`src/rtl/stream_packet_arbiter.sv`:
```
// -----------------------------------------------------------------------------
// stream_packet_arbiter
//
// Two-requester AXI-Stream packet arbiter feeding a single downstream DMA
// bridge port. Whole packets are granted round-robin; the owner keeps the
// output until its TLAST beat is accepted. Each requester supplies a LEN
// word count that is latched at grant time and checked against the number
// of beats actually delivered.
//
// Build option:
//   ARB_LEN_HEADER_EN  - when defined, one header word carrying the latched
//                        LEN is emitted before each payload (HDR state).
//                        When undefined, the arbiter goes straight to XFER.
//
// Ports:
//   AXIS_ACLK, AXIS_ARESETN       clock, asynchronous active-low reset
//   S0_AXIS_*, S0_LEN             requester 0 stream in + payload length
//   S1_AXIS_*, S1_LEN             requester 1 stream in + payload length
//   M_AXIS_*                      merged stream out
//   GRANT                         one-hot current owner, 00 when idle
//   PKT_CNT0, PKT_CNT1            completed-packet counts (wrapping)
//   LEN_ERR                       sticky beat-count/LEN mismatch flag
//   ERR_CLR                       synchronous clear of LEN_ERR
// -----------------------------------------------------------------------------
module stream_packet_arbiter #(
  parameter int DATA_W = 16
) (
  input  logic                AXIS_ACLK,
  input  logic                AXIS_ARESETN,

  input  logic [DATA_W-1:0]   S0_AXIS_TDATA,
  input  logic [DATA_W/8-1:0] S0_AXIS_TKEEP,
  input  logic                S0_AXIS_TLAST,
  input  logic                S0_AXIS_TVALID,
  output logic                S0_AXIS_TREADY,
  input  logic [15:0]         S0_LEN,

  input  logic [DATA_W-1:0]   S1_AXIS_TDATA,
  input  logic [DATA_W/8-1:0] S1_AXIS_TKEEP,
  input  logic                S1_AXIS_TLAST,
  input  logic                S1_AXIS_TVALID,
  output logic                S1_AXIS_TREADY,
  input  logic [15:0]         S1_LEN,

  output logic [DATA_W-1:0]   M_AXIS_TDATA,
  output logic [DATA_W/8-1:0] M_AXIS_TKEEP,
  output logic                M_AXIS_TLAST,
  output logic                M_AXIS_TVALID,
  input  logic                M_AXIS_TREADY,

  output logic [1:0]          GRANT,
  output logic [15:0]         PKT_CNT0,
  output logic [15:0]         PKT_CNT1,
  output logic                LEN_ERR,
  input  logic                ERR_CLR
);

  typedef enum logic [1:0] {
    IDLE = 2'd0,
    HDR  = 2'd1,
    XFER = 2'd2
  } state_t;

  state_t      state, next_state;
  logic [1:0]  grant_q;
  logic [15:0] len_q;
  logic [15:0] beat_cnt;
  logic        last_grant;   // index of the requester that finished last

  // Combinational decode results consumed by the register process.
  logic        start;        // grant issued this cycle
  logic        pick;         // requester index chosen at grant
  logic        beat_acc;     // payload beat accepted this cycle
  logic        pkt_end;      // TLAST beat accepted this cycle

  // Current owner's source stream.
  logic              owner;
  logic [DATA_W-1:0] src_data;
  logic [DATA_W/8-1:0] src_keep;
  logic              src_last;
  logic              src_valid;
  logic [15:0]       beat_next;

  assign owner     = grant_q[1];
  assign src_data  = owner ? S1_AXIS_TDATA  : S0_AXIS_TDATA;
  assign src_keep  = owner ? S1_AXIS_TKEEP  : S0_AXIS_TKEEP;
  assign src_last  = owner ? S1_AXIS_TLAST  : S0_AXIS_TLAST;
  assign src_valid = owner ? S1_AXIS_TVALID : S0_AXIS_TVALID;
  assign beat_next = beat_cnt + 16'd1;

  assign GRANT = grant_q;

  // NOTE: every output of this block gets a default before the case, so no
  // path leaves a signal unassigned and no latch is inferred.
  always_comb begin
    next_state     = state;
    start          = 1'b0;
    pick           = 1'b0;
    beat_acc       = 1'b0;
    pkt_end        = 1'b0;
    M_AXIS_TDATA   = '0;
    M_AXIS_TKEEP   = '0;
    M_AXIS_TLAST   = 1'b0;
    M_AXIS_TVALID  = 1'b0;
    S0_AXIS_TREADY = 1'b0;
    S1_AXIS_TREADY = 1'b0;

    case (state)
      IDLE: begin
        if (S0_AXIS_TVALID || S1_AXIS_TVALID) begin
          start = 1'b1;
          // Contention goes to whoever did not finish last.
          pick  = (S0_AXIS_TVALID && S1_AXIS_TVALID) ? ~last_grant : S1_AXIS_TVALID;
`ifdef ARB_LEN_HEADER_EN
          next_state = HDR;
`else
          next_state = XFER;
`endif
        end
      end

      HDR: begin
        M_AXIS_TVALID = 1'b1;
        M_AXIS_TDATA  = len_q;
        M_AXIS_TKEEP  = '1;
        if (M_AXIS_TREADY) next_state = XFER;
      end

      XFER: begin
        M_AXIS_TDATA  = src_data;
        M_AXIS_TKEEP  = src_keep;
        M_AXIS_TLAST  = src_last;
        M_AXIS_TVALID = src_valid;
        if (owner) S1_AXIS_TREADY = M_AXIS_TREADY;
        else       S0_AXIS_TREADY = M_AXIS_TREADY;
        beat_acc = src_valid && M_AXIS_TREADY;
        if (beat_acc && src_last) begin
          pkt_end    = 1'b1;
          next_state = IDLE;   // grant is re-evaluated only from IDLE
        end
      end

      default: next_state = IDLE;
    endcase
  end

  // NOTE: state is updated with non-blocking assignments so every register
  // samples the pre-edge values regardless of statement order.
  always_ff @(posedge AXIS_ACLK or negedge AXIS_ARESETN) begin
    if (!AXIS_ARESETN) begin
      state      <= IDLE;
      grant_q    <= 2'b00;
      len_q      <= '0;
      beat_cnt   <= '0;
      PKT_CNT0   <= '0;
      PKT_CNT1   <= '0;
      LEN_ERR    <= 1'b0;
      last_grant <= 1'b1;
    end else begin
      state <= next_state;

      if (start) begin
        grant_q  <= pick ? 2'b10 : 2'b01;
        len_q    <= pick ? S1_LEN : S0_LEN;
        beat_cnt <= '0;
      end else if (beat_acc) begin
        beat_cnt <= beat_next;
      end

      if (pkt_end) begin
        grant_q    <= 2'b00;
        last_grant <= owner;
        if (owner) PKT_CNT1 <= PKT_CNT1 + 16'd1;
        else       PKT_CNT0 <= PKT_CNT0 + 16'd1;
      end

      // A mismatch at packet end takes priority over a clear request.
      if (pkt_end && (beat_next != len_q)) LEN_ERR <= 1'b1;
      else if (ERR_CLR)                    LEN_ERR <= 1'b0;
    end
  end

endmodule

```
`config.mk`:
```
export PLATFORM = sky130hd
export DESIGN_NAME = stream_packet_arbiter
export DESIGN_NICKNAME = d
export VERILOG_FILES = /design/src/rtl/stream_packet_arbiter.sv
export SDC_FILE = /design/constraint.sdc
export NUM_CORES = 1
export LEC_CHECK = 0
export ABC_AREA = 1
export BUFFER_PORTS_ARGS = -buffer_cell sky130_fd_sc_hd__buf_2
export CORE_UTILIZATION = 55
export DETAILED_ROUTE_END_ITERATION = 8
export HOLD_SLACK_MARGIN = 0.15
export PLACE_DENSITY_LB_ADDON = 0.2
export REMOVE_ABC_BUFFERS = 1
export SLEW_MARGIN = 20
export SYNTH_ARGS = -nofsm -noshare
export SYNTH_HDL_FRONTEND = slang
export SYNTH_SLANG_ARGS = --single-unit
export TNS_END_PERCENT = 30
```
`constraint.sdc`:
```
create_clock -name AXIS_ACLK -period 2.7 [get_ports AXIS_ACLK]
set_clock_uncertainty 0.1 [all_clocks]
set_input_delay 0.54 -clock AXIS_ACLK [delete_from_list [all_inputs] [get_ports AXIS_ACLK]]
set_output_delay 0.54 -clock AXIS_ACLK [all_outputs]
set_load 0.02 [all_outputs]
```
Word level (Yosys, flattened, before mapping) --
Cells that the tools add are included.
Cells by class: $add $sub $neg 3, equal/unequal tests 6, muxes and demuxes 32, bitwise logic cells 2, reductions and logical operators 12
Operators with widths (number):
- $mux W16 | 4
- $add A16 B1 Y16 const B | 3
- $pmux W16 S2 | 1
- $mux W1 | 17
- $ne A16 B16 Y1 | 1
- $mux W2 | 7
- $ne A2 B2 Y1 const B | 3
- $pmux W2 S3 | 1
- $reduce_bool A2 Y1 | 3
- $logic_and A1 B1 Y1 | 4
- $pmux W2 S2 | 1
- $reduce_and A2 Y1 | 2
- $reduce_and A3 Y1 | 1
- $eq A2 B1 Y1 const B | 1
- $eq A2 B2 Y1 const B | 1
- $logic_not A2 Y1 | 1
- $not A1 Y1 | 2
- $pmux W1 S2 | 1
- $logic_or A1 B1 Y1 | 1
Storage, ports and cells: bits in registers 70, input bits 76, output and inout port bits 57, word-level logic and storage cells 63

Depth between registers and ports, before layout --
Gate-level depths: netlist of run 1.
depth after elaboration 7, gate-level depth with buffers 14, depth with buffers taken out 14

Least setup slack after synthesis of run 1 --
OpenSTA, ideal clock, no wires.
path type register to output, start register grant_q[1] (netlist: GRANT[1]), end output port M_AXIS_TDATA[10], arrival time 1.672 ns, required time 2.060 ns, setup slack 0.388 ns, cell stages (with the launch flop) 7, buffers on the path 3, path through dfrtp_1 buf_6 clkinv_2 clkbuf_1 buf_1 nand2_1 a21oi_1
On the way: longest elaborated chain between the ends 2
Ends and longest elaborated chain:
- start: declaration | line 65 | logic [1:0] grant_q;
- start signal: assignment | line 163 | grant_q <= pick ? 2'b10 : 2'b01;
- $mux W16 | line 85 | assign src_data = owner ? S1_AXIS_TDATA : S0_AXIS_TDATA;
- $pmux W16 S2 | line 108 | case (state)
- end: declaration | line 45 | output logic [DATA_W-1:0] M_AXIS_TDATA,
Every way passes these cells.

Final worst setup path of run 1 --
start register grant_q[1] (netlist: GRANT[1]), end output port S1_AXIS_TREADY
On the way: longest elaborated chain between the ends 2
Ends and longest elaborated chain:
- $mux W1 | line 134 | if (owner) S1_AXIS_TREADY = M_AXIS_TREADY;
- $mux W1 | line 108
- end: declaration | line 42 | output logic S1_AXIS_TREADY,
Every way passes these cells.

==> reports/results.ini, run 1 <==
[yosys]
netlist_area_sq_um = 4110
synthCells = 555
yosysSeqAreaShare_pct = 42.0
ys_ff_latch = 69
yosysWarnings = 0
ys_types = 34
avgSynthCellArea_sq_um = 7.41

[global_routing]
antenna_found_initial = 0
grt_remaining_overflow = 0
grt_pass1_vias = 3729
grt_pass1_wl_microns = 16900
grt_max_degree = 70
grt.total_usage_pct = 28.5

[finish]
multi_input_area_sq_um = 2060
diodes = 0
fin_cells = 795
areaGrowthSynthToFinish_pct = 23.7
post-route-util_pct = 70.1
final_nets = 770
regArea_sq_um = 1730
nFillCells = 636
drive_above_1_share_pct = 25.4

[worst_setup_path]
cp_max_fo = 21
crit_arrival_ns = 1.83
cp.buffers_inverters = 2
startpoint_type = flip-flop
cp-end-kind = output port
required_ns = 2.06
slowest_stage = dfrtp_1
path_cells = clkinv_2 > nor3_1 > buf_2
path_class = reg2out
crit_family = flip-flops
slowest_delay_ns = 0.61

[routing]
avgViaCountPerCell = 5.24
vias = 4166
drt_iter0_drc = 256
routed_wirelength_microns = 10600
ant_nets = 0
drc = 0
dr.pass1.iters = 5
post_drt_wl_per_cell_microns = 13.3

[floorplanning]
start_util_pct = 56.7
die_y_microns = 88.4
io_pins = 133
die_w_microns = 88.4
coreArea_sq_um = 7250
rows = 31
fp.dieArea_sq_um = 7820

[power]
p_per_area_nw_per_um2 = 783
irDropWorstVdd_mv = 0.668
power_leakage_nw = 2.74

[sta]
post-route-period-util_pct = 91.5
slew_headroom_pct = 62.9
finalSetupTns_ns = 0
whs_ns = 0.330
hold_viol_final = 0
tightestPinTransition_ns = 0.556
drv_slew = 0
rsz0062_at_grt = no
setup_viol = 0
max_freq_ghz = 0.405
period_needed_ns = 2.47

[clocking]
clock_latency_ns = 0.35
cts_tree = done
htreeDepth = 3
cts_buffers = 9
post_cts_buffers = 0
ctsResizeCount = 0
numClockSinks = 69
cts.reportedPaths.clkPinSlew_ns = 0.08
cts_hold_repair.buffers = 1
cts_buffer_depth = 2
cts_root_buf = clkbuf_8

[placement]
detailed_place_hpwl_microns = 7720
dp.cells = 778
place_congestion = 0.912
io_buffers = 132

[job]
drv_cap = 0

[worst_hold_path]
worst_hold_path_type = in2reg

[outcome]
outcome = completed

power breakdown:
group | internal, mW | leakage, nW | total [mW] | switching (mW)
Sequential | 1.27 | 0.908 | 1.47 | 0.205
Clock | 0.358 | 0.0815 | 0.761 | 0.403
Combinational | 0.579 | 1.76 | 1.74 | 1.17
synth_stat cells (all sizes together):
cell type | n | share of area, %
a21oi | 36 | 4.7
dfrtp | 68 | 41
xnor3 | 1 | 0.55
nand3 | 42 | 5.5
clkinv | 1 | 0.12
clkbuf | 12 | 1.1
ha | 3 | 0.91
buf | 3 | 0.49
mux2 | 1 | 0.27
xor2 | 18 | 3.8
nand2 | 175 | 17
dfstp | 1 | 0.64
o22ai | 13 | 2.0
nor3 | 8 | 1.2
nand4 | 7 | 1.2
nand3b | 2 | 0.37
inv | 68 | 6.2
o21ai | 41 | 5.0
xnor2 | 12 | 2.6
nor4 | 3 | 0.46
nor2 | 40 | 4.8
metrics by stage:
| stage | power [mW] | worst slack, ns | area [sq um] |
|---|---|---|---|
| final | 3.98 | 0.229 | 5080 |
| after floorplan | 2.60 | -0.0255 | 4050 |
| after global routing | 4.28 | 0.0767 | 5080 |
| after global placement | 3.17 | 0.609 | 4890 |
| after CTS | 4.00 | 0.193 | 5080 |
| after detailed placement | 3.21 | 0.511 | 4890 |
layout by cell type, fill, tap and decap left out, types with 2 or more instances in the layout:
master      synthesis  layout
o21ai_1             1       2
nor3_2              2       2
xor2_1             18      18
o22ai_1            13      13
nand2_4             3       3
ha_1                3       3
nand2_1           169     169
nor2_4              4       4
o21ai_0            40      39
clkbuf_8            0      10
xnor2_1            12      12
nand3_1            39      39
buf_2               1     132
nor2_1             34      34
buf_4               0       6
clkinvlp_4          0       3
nor4_1              3       3
nand3_2             3       3
clkinv_2            1       2
nand3b_1            2       2
inv_1              67      67
dfrtp_1            68      68
a21oi_1            35      35
nand2_2             3       3
nor3_1              6       6
nand4_1             6       6
metal layers:
layer / share of wire (%) / track usage (%)
met5: 0 / 0
met4: 1.1 / 8.94
met3: 6.0 / 6.90
met2: 50 / 46.6
met1: 43 / 37.7
worst register-to-register path, stage by stage, from the launching register on:
cell      delay, ns
dfrtp_1        0.54
clkinv_2       0.32
nand2_2        0.11
a21oi_4        0.17
nand2_4        0.12
nor2_4         0.18
nand4_2        0.15
nor3_2         0.21
nand2_1        0.08
nand2_1        0.07
nand2_1        0.05
final timing paths:
check | start | end | slack, ns | cells past startpoint
max reg2reg | GRANT[1]$_DFFE_PN0P_ | PKT_CNT1[13]$_DFFE_PN0P_ | 0.51 | 10
max in group asynchronous | AXIS_ARESETN | last_grant$_DFFE_PN1P_ | 1.51 | 3
max | GRANT[1]$_DFFE_PN0P_ | S1_AXIS_TREADY | 0.23 | 3
min in group asynchronous | AXIS_ARESETN | len_q[2]$_DFFE_PN0P_ | 0.65 | 3
min | S1_LEN[10] | len_q[10]$_DFFE_PN0P_ | 0.33 | 3
min reg2reg | GRANT[0]$_DFFE_PN0P_ | GRANT[0]$_DFFE_PN0P_ | 0.37 | 2
area by class of cell:
class	count	area share [%]
multi-input cells	402	40.5
flip-flops and latches	69	34.0
repair buffers	140	14.5
inverters	69	5.12
clock buffers	11	2.78
well taps	99	2.44
clock inverters	5	0.714
flip-flops by register name, indices dropped and copies added (netlist names):
signal      flops
len_q          16
beat_cnt       16
PKT_CNT1       16
GRANT           2
last_grant      1
LEN_ERR         1
PKT_CNT0       16
state           1
cell families after synthesis:
kind of cell,synth area share (%)
muxes,0.274
xor gates and xnor gates,6.94
AOI/OAI and AO/OA,11.6
buffers and inverters,7.91
and+or+nand+nor,30.3
DFF,42.0
adders and majority gates,0.913
Power figures use the tool's default switching activity.
==> run 2, diff against run 1 <==
- BUFFER_PORTS_ARGS: -buffer_cell sky130_fd_sc_hd__buf_2 -> not set
- DONT_BUFFER_PORTS: not set -> 1
==> run 2 against run 1 <==
Global-route usage shrank 1.8 points. Setup slack got worse by 0.038 ns. Cell area is 12% lower. Largest power group is now registers. Hold slack worse by 0.091 ns. Cell count decreased by 16%. Largest cell class unchanged. Wire length down 5.2%. Critical endpoint is now M_AXIS_TDATA[13]. Power shrank 1.5%. Count of clock-buffer cells in the layout grew 1.
==> reports/results.ini, run 2 (synthesized netlist as in run 1, its figures left out) <==
[worst_setup_path]
required_ns = 2.06  ; about the same
path_class = reg2out  ; unchanged
startpoint_type = flip-flop  ; unchanged
crit_arrival_ns = 1.87  ; was 1.83 ns
cp-end-kind = output port  ; unchanged
cp_max_fo = 19  ; was 21
reg2reg_slack_ns = 0.48  ; was 0.51 ns

[clocking]
ctsResizeCount = 0  ; unchanged
cts.reportedPaths.clkPinSlew_ns = 0.08  ; about the same
clock_latency_ns = 0.35  ; about the same
cts_buffer_depth = 2  ; unchanged
cts_root_buf = clkbuf_8  ; unchanged
htreeDepth = 3  ; unchanged
numClockSinks = 69  ; unchanged
cts_tree = done  ; unchanged
cts_buffers = 9  ; unchanged

[placement]
placed_area_sq_um = 4250  ; was 4890 sq um
dp.cells = 649  ; was 778
detailed_place_hpwl_microns = 7330  ; was 7720 microns
io_buffers = 0  ; was 132
place_congestion = 0.856  ; was 0.912
preCtsSetupSlack_ns = 0.479  ; was 0.511 ns

[sta]
timing.final.ws_setup_ns = 0.191  ; was 0.229 ns
post-route-period-util_pct = 92.9  ; was 91.5%
slew_headroom_pct = 61.6  ; was 62.9%
max_freq_ghz = 0.399  ; was 0.405 GHz
tightestPinTransition_ns = 0.575  ; was 0.556 ns
hold_viol_final = 0  ; unchanged
setup_viol = 0  ; unchanged
period_needed_ns = 2.51  ; was 2.47 ns
drv_slew = 0  ; unchanged
rsz0062_at_grt = no  ; unchanged
finalSetupTns_ns = 0  ; unchanged

[floorplanning]
fp.dieArea_sq_um = 7820  ; unchanged
die_y_microns = 88.4  ; unchanged
coreArea_sq_um = 7250  ; unchanged
rows = 31  ; unchanged
start_util_pct = 56.7  ; unchanged
die_w_microns = 88.4  ; unchanged
io_pins = 133  ; unchanged

[power]
p_per_area_nw_per_um2 = 872  ; was 783 nW/um^2
seqPwrFrac_pct = 40.0  ; was 37.0%
swShare_pct = 43.7  ; was 44.6%
power_leakage_nw = 2.21  ; was 2.74 nW
power_frac_comb_pct = 36.5  ; was 43.9%
internal_power_mw = 2.21  ; was 2.20 mW
irDropWorstVdd_mv = 0.679  ; was 0.668 mV
pwr-share-clk_pct = 23.5  ; was 19.1%
switchingPower_mw = 1.71  ; was 1.77 mW

[global_routing]
grt.total_usage_pct = 26.7  ; was 28.5%
grt_remaining_overflow = 0  ; unchanged
grt_max_degree = 70  ; unchanged
grt_pass1_vias = 3353  ; was 3729
grt_pass1_wl_microns = 15800  ; was 16900 microns
antenna_found_initial = 0  ; unchanged

[finish]
fin_cells = 667  ; was 795
design_area_sq_um = 4490  ; was 5080 sq um
diodes = 0  ; unchanged
areaGrowthSynthToFinish_pct = 9.32  ; was 23.7%
final_nets = 642  ; was 770
final_cell_mix = 169 x nand2_1, 68 x dfrtp_1, 67 x inv_1  ; was 169 x nand2_1, 132 x buf_2, 68 x dfrtp_1
drive_above_1_share_pct = 8.45  ; was 25.4%
layout_commonest_cell = nand2_1  ; unchanged

[job]
drv_cap = 0  ; unchanged

[routing]
ant_nets = 0  ; unchanged
drc = 0  ; unchanged
dr.pass1.iters = 5  ; unchanged
avgViaCountPerCell = 5.49  ; was 5.24
vias = 3665  ; was 4166
drt_iter0_drc = 288  ; was 256
post_drt_wl_per_cell_microns = 15.0  ; was 13.3 microns
routed_wirelength_microns = 10000  ; was 10600 microns

[outcome]
outcome = completed  ; unchanged

[worst_hold_path]
worst_hold_path_type = in2reg  ; unchanged

[run 2: timing repair]
| action | CTS | global route |
|---|---|---|
| endpoints found under the hold margin | 69 | 0 |
| hold buffers | 2 | 0 |
| setup buffers | 0 | 0 |
[run 2: area by class of cell]
cell class | count | area, sq um
fill | 657 | 2760
multi-input combinational | 402 | 2060
sequential | 69 | 1730
inverter | 69 | 260
clock buffer | 12 | 135
tap | 99 | 124
timing repair buffer | 12 | 113
clock inverter | 4 | 72.6
[run 2: final timing paths]
check                                             from                       end  depth (start not counted)
worst max-delay path              GRANT[1]$_DFFE_PN0P_          M_AXIS_TDATA[13]                          3
worst min-delay path                         S1_LEN[3]      len_q[3]$_DFFE_PN0P_                          2
worst max register to register    GRANT[1]$_DFFE_PN0P_  PKT_CNT1[10]$_DFFE_PN0P_                         10
worst min register to register  last_grant$_DFFE_PN1P_    last_grant$_DFFE_PN1P_                          2
max in group asynchronous                 AXIS_ARESETN    last_grant$_DFFE_PN1P_                          2
min in group asynchronous                 AXIS_ARESETN      len_q[2]$_DFFE_PN0P_                          2
[run 2: power groups by stage]
| stage | sequential (mW) | combinational [mW] | clock (mW) |
|---|---|---|---|
| after global routing | 1.60 | 1.62 | 0.980 |
| final | 1.57 | 1.43 | 0.920 |
| after floorplan | 1.56 | 1.04 | 0 |
| after global placement | 1.58 | 1.36 | 0 |
| after detailed placement | 1.59 | 1.39 | 0 |
| after CTS | 1.57 | 1.43 | 0.932 |
[run 2: stage by stage]
stage | utilization [%] | power, mW | hold slack, ns
after floorplan | - | 2.60 | 0.144
after global placement | 58.6 | 2.94 | 0.147
after detailed placement | 58.6 | 2.98 | 0.147
after CTS | 61.9 | 3.93 | 0.234
after global routing | 61.9 | 4.20 | 0.255
final | 61.9 | 3.92 | 0.238
[run 2: critical path, cell delays in order (launching register included)]
cell and delay (ns):
dfrtp_1 0.60, buf_4 0.35, nand2_1 0.08, a21oi_1 0.48
[run 2: per-layer routing]
layer	up-vias	global-route usage, %	share of wire, %
li1	1796	-	-
met1	1720	35.1	44
met2	127	42.0	47
met3	22	7.28	6.7
met4	0	10.7	1.9
met5	-	0	0
==> run 3, diff against run 2 <==
- CELL_PAD_IN_SITES_DETAIL_PLACEMENT: not set -> 0
- CELL_PAD_IN_SITES_GLOBAL_PLACEMENT: not set -> 1
- CORE_UTILIZATION: 55 -> 48
==> run 3 against run 2 <==
Die area up 14%. Wire length down 2.4%. First-iteration DRC count down 42%. Power up 0.66%. Utilization down 7.2 points. Non-clock buffer count unchanged. Count of clock-buffer cells in the layout down 2. Critical endpoint is now M_AXIS_TDATA[12]. Largest power group unchanged.
==> reports/results.ini, run 3 (synthesized netlist as in run 1, its figures left out) <==
[finish]
drive_above_1_share_pct = 8.98  ; was 8.45%
fin_cells = 673  ; was 667
final_cell_mix = 169 x nand2_1, 68 x dfrtp_1, 67 x inv_1  ; unchanged
diodes = 0  ; unchanged
final_nets = 642  ; unchanged
layout_commonest_cell = nand2_1  ; unchanged
post-route-util_pct = 54.8  ; was 61.9%
areaGrowthSynthToFinish_pct = 10.1  ; was 9.32%

[sta]
period_needed_ns = 2.48  ; was 2.51 ns
rsz0062_at_grt = no  ; unchanged
post-route-period-util_pct = 91.7  ; was 92.9%
hold_viol_final = 0  ; unchanged
max_freq_ghz = 0.404  ; was 0.399 GHz
drv_slew = 0  ; unchanged
timing.final.ws_setup_ns = 0.224  ; was 0.191 ns
slew_headroom_pct = 60.7  ; was 61.6%
finalSetupTns_ns = 0  ; unchanged
tightestPinTransition_ns = 0.588  ; was 0.575 ns
setup_viol = 0  ; unchanged

[clocking]
cts_tree = done  ; unchanged
ctsResizeCount = 0  ; unchanged
clock_latency_ns = 0.35  ; about the same
cts_root_buf = clkbuf_8  ; unchanged
post_cts_buffers = 0  ; unchanged
cts_buffer_depth = 2  ; unchanged
cts.reportedPaths.clkPinSlew_ns = 0.08  ; about the same
htreeDepth = 3  ; unchanged
numClockSinks = 69  ; unchanged
cts_buffers = 9  ; unchanged

[routing]
vias = 3547  ; was 3665
drt_iter0_drc = 168  ; was 288
routed_wirelength_microns = 9790  ; was 10000 microns
ant_nets = 0  ; unchanged
drc = 0  ; unchanged
post_drt_wl_per_cell_microns = 14.6  ; was 15.0 microns
avgViaCountPerCell = 5.27  ; was 5.49
dr.pass1.iters = 4  ; was 5

[placement]
preCtsSetupSlack_ns = 0.507  ; was 0.479 ns
detailed_place_hpwl_microns = 7230  ; was 7330 microns
io_buffers = 0  ; unchanged
place_congestion = 0.850  ; was 0.856
dp.cells = 655  ; was 649

[worst_setup_path]
slowest_delay_ns = 0.61  ; was 0.60 ns
startpoint_type = flip-flop  ; unchanged
slowest_stage = dfrtp_1  ; unchanged
crit_arrival_ns = 1.84  ; was 1.87 ns
cp-end-kind = output port  ; unchanged
required_ns = 2.06  ; about the same
path_cells = buf_4 > nand2_1 > a21oi_1  ; unchanged
path_class = reg2out  ; unchanged
cp_max_fo = 19  ; unchanged

[power]
power.total_mw = 3.94  ; was 3.92 mW
p_per_area_nw_per_um2 = 871  ; was 872 nW/um^2
power_leakage_nw = 2.22  ; was 2.21 nW
irDropWorstVdd_mv = 0.484  ; was 0.679 mV

[job]
drv_cap = 0  ; unchanged

[global_routing]
grt.total_usage_pct = 22.8  ; was 26.7%
grt_pass1_wl_microns = 15700  ; was 15800 microns
antenna_found_initial = 0  ; unchanged
grt_pass1_vias = 3258  ; was 3353
grt_max_degree = 70  ; unchanged
grt_remaining_overflow = 0  ; unchanged

[floorplanning]
die_w_microns = 94.5  ; was 88.4 microns
fp.dieArea_sq_um = 8940  ; was 7820 sq um
rows = 33  ; was 31
start_util_pct = 49.8  ; was 56.7%
coreArea_sq_um = 8260  ; was 7250 sq um
die_y_microns = 94.5  ; was 88.4 microns
io_pins = 133  ; unchanged

[outcome]
outcome = completed  ; unchanged

[worst_hold_path]
worst_hold_path_type = in2reg  ; unchanged

## run 3: metrics by stage
stage,hold WS (ns),cell area (sq um)
finish,0.254,4520
global route,0.239,4520
CTS,0.244,4520
detailed placement,0.147,4260
global placement,0.146,4260
floorplan,0.144,4050
## run 3: path summary, 6_finish.rpt
path / start / end / slack [ns] / depth (start not counted)
setup / recovery: GRANT[1]$_DFFE_PN0P_ / M_AXIS_TDATA[12] / 0.22 / 3
hold / removal: S1_LEN[3] / len_q[3]$_DFFE_PN0P_ / 0.25 / 2
setup reg to reg: GRANT[1]$_DFFE_PN0P_ / PKT_CNT1[13]$_DFFE_PN0P_ / 0.50 / 10
hold reg to reg: last_grant$_DFFE_PN1P_ / last_grant$_DFFE_PN1P_ / 0.37 / 2
max in group asynchronous: AXIS_ARESETN / last_grant$_DFFE_PN1P_ / 1.54 / 2
min in group asynchronous: AXIS_ARESETN / beat_cnt[8]$_DFFE_PN0P_ / 0.65 / 2
## run 3: repair_timing
action | 4_1_cts | 5_1_grt
hold endpoints to repair | 69 | 0
hold buffers | 2 | 0
endpoints found under the setup margin | 0 | 0
## run 3: cell type report
cell class	instances	area (sq um)
sequential	69	1730
clock buffer	10	138
clock inverter	6	93.8
timing repair buffer	12	113
tap	105	131
multi-input combinational	402	2060
fill	805	3730
inverter	69	260
## run 3: report_power, final
group	internal (mW)	switching [mW]	leakage, nW
Combinational	0.419	0.989	1.20
Clock	0.553	0.416	0.113
Sequential	1.26	0.299	0.908
## run 3: worst max-delay path: cells and delay by family, from the launching register on
family,cells,cell delay [ns]
buf+inv,1,0.34
compound gates,1,0.44
flops,1,0.61
simple gates,1,0.08
## run 3: metal layers
metal	up-vias	global-route usage (%)	share of wire, %
met1	1637	29.2	44
met3	5	7.57	7.2
li1	1803	-	-
met5	-	0	0
met4	0	5.18	0.75
met2	102	37.6	48
